**src/rtl/mealy_pattern_detector.sv**
```systemverilog
// Serial Mealy detector for a run-time programmable pattern of 2..MAX_LEN bits,
// with input-valid gating, overlap mode select and a saturating match counter.
module mealy_pattern_detector #(
    parameter int MAX_LEN = 8,
    parameter int CNT_W   = 16,
    parameter int LEN_W   = $clog2(MAX_LEN + 1)
) (
    input  logic               clk,
    input  logic               reset_n,
    input  logic               in,
    input  logic               in_valid,
    input  logic               cfg_load,
    input  logic [MAX_LEN-1:0] pattern,
    input  logic [LEN_W-1:0]   pat_len,
    input  logic               overlap,
    input  logic               clear_cnt,
    output logic               out,
    output logic [CNT_W-1:0]   match_count,
    output logic               cfg_err
);

    localparam logic [CNT_W-1:0] CNT_MAX  = {CNT_W{1'b1}};
    localparam logic [LEN_W-1:0] FILL_MAX = LEN_W'(MAX_LEN - 1);

    logic [MAX_LEN-2:0] hist_q;
    logic [LEN_W-1:0]   fill_q;
    logic [MAX_LEN-1:0] pat_q;
    logic [LEN_W-1:0]   pat_len_q;
    logic               overlap_q;
    logic [CNT_W-1:0]   cnt_q;
    logic               cfg_err_q;

    logic [MAX_LEN-1:0] window;
    logic [MAX_LEN-1:0] mask;
    logic [LEN_W:0]     fill_p1;
    logic               fill_ok;
    logic               match;

    // Newest bit sits at window[0]; only the low pat_len bits take part in the compare.
    always_comb begin
        window  = {hist_q, in};
        mask    = '0;
        for (int i = 0; i < MAX_LEN; i++) begin
            mask[i] = (i < int'(pat_len_q));
        end
        fill_p1 = {1'b0, fill_q} + (LEN_W + 1)'(1);
        fill_ok = (fill_p1 >= {1'b0, pat_len_q});
        match   = in_valid && !cfg_load && !cfg_err_q && fill_ok &&
                  (((window ^ pat_q) & mask) == '0);
    end

    assign out         = match;
    assign match_count = cnt_q;
    assign cfg_err     = cfg_err_q;

    always_ff @(posedge clk or negedge reset_n) begin
        if (!reset_n) begin
            hist_q    <= '0;
            fill_q    <= '0;
            pat_q     <= '0;
            pat_len_q <= '0;
            overlap_q <= 1'b0;
            cfg_err_q <= 1'b1;
        end else if (cfg_load) begin
            hist_q    <= '0;
            fill_q    <= '0;
            pat_q     <= pattern;
            pat_len_q <= pat_len;
            overlap_q <= overlap;
            cfg_err_q <= (pat_len < LEN_W'(2)) || (pat_len > LEN_W'(MAX_LEN));
        end else if (in_valid) begin
            if (match && !overlap_q) begin
                // Non-overlapping: the next match must be built from fresh bits only.
                hist_q <= '0;
                fill_q <= '0;
            end else begin
                hist_q <= window[MAX_LEN-2:0];
                if (fill_q < FILL_MAX) begin
                    fill_q <= fill_q + LEN_W'(1);
                end
            end
        end
    end

    always_ff @(posedge clk or negedge reset_n) begin
        if (!reset_n) begin
            cnt_q <= '0;
        end else if (clear_cnt) begin
            cnt_q <= '0;
        end else if (match && (cnt_q != CNT_MAX)) begin
            cnt_q <= cnt_q + CNT_W'(1);
        end
    end

endmodule

```
**config.mk**
```make
export PLATFORM = sky130hd
export DESIGN_NAME = mealy_pattern_detector
export DESIGN_NICKNAME = d
export VERILOG_FILES = /design/src/rtl/mealy_pattern_detector.sv
export SDC_FILE = /design/constraint.sdc
export NUM_CORES = 1
export LEC_CHECK = 0
export ABC_AREA = 0
export CORE_UTILIZATION = 55
export CTS_BUF_LIST = sky130_fd_sc_hd__clkbuf_4 sky130_fd_sc_hd__clkbuf_8
export CTS_CLUSTER_SIZE = 24
export DETAILED_ROUTE_END_ITERATION = 12
export GPL_TIMING_DRIVEN = 0
export PLACE_DENSITY = 0.83
export SLEW_MARGIN = 10
export SYNTH_ARGS = -nofsm -noshare
export SYNTH_HDL_FRONTEND = slang
export SYNTH_SLANG_ARGS = --single-unit
```
**constraint.sdc**
```tcl
create_clock -name clk -period 2.6 [get_ports clk]
set_input_delay 0.52 -clock clk [delete_from_list [all_inputs] [get_ports clk]]
set_output_delay 0.52 -clock clk [all_outputs]
set_load 0.03 [all_outputs]
```
==> flow_summary.ini <==
[outcome]
status = complete, but fails checks
violations = setup timing

[logic_synthesis]
synth_area_um2 = 2216
netlist_instances = 218
synth.area.top_cells = dfrtp_1 45%, mux2_2 5.1%, a32o_1 3.6%, ha_1 3.4%, o21ai_0 3.4%
synth_fp_nets = 243
yosysWarnings = 0
synthArstFlopShare_pct = 100.0
ys_seq_area_share_pct = 46.36
ys_types = 48
syn_area_per_cell_um2 = 10.16
yosys.area.top_type = dfrtp_1
synth-edff-count = 0
synth_top_area_share_pct = 45.17
synth_flop_cell = dfrtp_1
yosys_register_bits = 41

[sta]
setup_tns_ps = -469.2
worst_slack_ps = -132.7
finClkSkew_ps = 9.280
rsz0062_at_grt = true
tightestPinTransition_ps = 698.5
hold_viol = 0
hold_slack_ps = 179.4
min_period_ps = 2733
slew_headroom_pct = 53.00
timing.fmax_mhz = 365.9
finalSetupViolations = 10
slew_violations = 0
period_share_pct = 105.1

[floorplan]
pin_count = 37
rows = 22
dieArea_um2 = 4287
core_area_um2 = 3771
die_height_um = 65.48
start_util_pct = 58.76
die_x_um = 65.48

[grt]
grt_pass1_wl_mm = 8.638
antenna_found_initial = 0
track_usage_pct = 26.83
grt_max_degree = 23
grt.overflow.total = 0
grt_pass1_vias = 1861

[critical_path]
crit_path_max_fanout = 3
arrival_ps = 2210
r2r_end = match_count[8]
cp.required_ps = 2080
r2r_setup_slack_ps = -100
endpoint = out
worstSetupStartpointType = flip-flop
criticalPathCategory = reg2out
r2r_start = fill_q[1]
setup.worst_path.start = fill_q[1]
r2r_cells = 12
worstSetupEndpointType = primary output

[run]
drv_cap = 0

[route]
vias_per_cell = 6.229
ant_nets = 0
drtPass1Iterations = 4
drc = 0
vias = 1987
drtIter0Drc = 279
wl_per_cell_um = 17.10
routed_wl_mm = 5.455

[power]
power.leakage_nw = 1.146
power_density_nw_per_um2 = 508.5
ir_worst_vdd_v = 0.0004364

[cts]
root_buffer = clkbuf_8
h-tree-depth = 2
insertion_delay_ps = 300
clock_sinks = 41
clk_pin_slew_ps = 80
cts_inserted_buffers = 5
cts.path.max_buffers = 2
cts_tree = yes

[cells_and_area]
synthToLayoutAreaGrowth_pct = 30.55
register_area_um2 = 1028
multi_input_area_um2 = 1169
diodes = 0
fin_nets = 295
postLayoutCellArea_um2 = 2893
fillerInstances = 257
drive_gt1_share_pct = 19.56

[hold_path]
hold_class = in2async

[placed_design]
gp_congestion = 0.8479
port_buffers = 34
place_area_um2 = 2639
place_hpwl_mm = 3.583
pre_cts_slack_ps = -573.8
-- through the flow --
stage / std cells / total power (W) / utilization, %
2_1_floorplan: 218 / 0.0008146 / -
3_3_place_gp: 300 / 0.0008807 / 69.38
3_5_place_dp: 301 / 0.0008924 / 69.97
4_1_cts: 316 / 0.001453 / 74.98
5_1_grt: 319 / 0.001527 / 76.71
6_report: 319 / 0.001471 / 76.71
-- cell usage in the layout, fill, tap and decap left out, types with 7 or more instances in the layout --
cell / Yosys / routed
clkdlybuf4s50_1: 0 / 31
dfrtp_1: 40 / 39
o21ai_0: 15 / 13
nand3_1: 8 / 7
nor3_1: 8 / 7
buf_4: 1 / 11
nor2_1: 12 / 11
nand2_1: 13 / 13
xnor2_1: 7 / 7
a21oi_1: 13 / 11
a32o_1: 8 / 8
mux2_2: 10 / 10
-- cells by family after synthesis --
group / Yosys count / synth area share [%]
and+or+nand+nor: 76 / 19.14
adders and majority gates: 6 / 3.388
buffers and inverters: 17 / 3.501
DFF: 41 / 46.36
xor gates and xnor gates: 12 / 4.743
muxes: 12 / 5.985
AOI/OAI and AO/OA: 54 / 16.88
-- cell type report --
type | count | area share, %
clock inverter | 2 | 1.298
timing repair buffer | 45 | 15.14
sequential | 41 | 35.55
buffer | 10 | 1.773
tap | 48 | 2.076
clock buffer | 6 | 2.855
inverter | 7 | 0.9083
multi-input combinational | 160 | 40.40
-- how the worst min path moves through the flow --
stage,from,to,slack (ps),cells past startpoint
6_report,reset_n,match_count[4],180,1
5_1_grt,reset_n,fill_q[0],220,1
4_1_cts,reset_n,fill_q[0],190,1
3_5_place_dp,reset_n,match_count[4],510,1
3_3_place_gp,hist_q[6],hist_q[6],500,1
2_1_floorplan,reset_n,fill_q[0],220,0
-- critical path, cell delays in order (launching register included) --
cell and delay (ps):
dfrtp_1 450, ha_4 190, xor2_1 140, ha_1 280
o211ai_1 90, a21oi_2 230, nor2_2 80, nor3_2 250
buf_4 200
-- cell usage after synthesis, types with 5 or more instances --
cell type,instances
nand2_1,13
ha_1,6
or3_1,6
nor2_1,12
mux2_2,10
inv_1,6
nor3_1,8
xnor2_1,7
o21ai_0,15
dfrtp_1,40
xor2_1,5
a32o_1,8
nand3_1,8
a21oi_1,13
nand4_1,5
clkbuf_1,5
-- flip-flops by register name (all words and copies together) (netlist names) --
name and count:
cfg_err 1, fill_q 4, hist_q 7, match_count 16, overlap_q 1, pat_len_q 4, pat_q 8
-- where the power goes --
part	total, W	switching [W]	internal, W
Combinational	0.000231	0.000117	0.000114
Sequential	0.000695	0.0000299	0.000665
Clock	0.000545	0.000233	0.000312
Total	0.00147	0.000380	0.00109
-- timing repair --
action                     CTS  global route
pin swaps                    1             7
hold buffers                 0             0
gates cloned                 0             1
buffers inserted             7             2
gates resized for setup     12            11
setup endpoints to repair   12            13
-- routing by layer --
layer	global-route usage (%)	vias to the layer above	wire length, um
li1	-	920	-
met5	0	-	0
met4	7.880	0	153
met2	46.65	110	2844
met1	33.86	936	2116
met3	4.861	21	341
(Power assumes the default switching activity.)
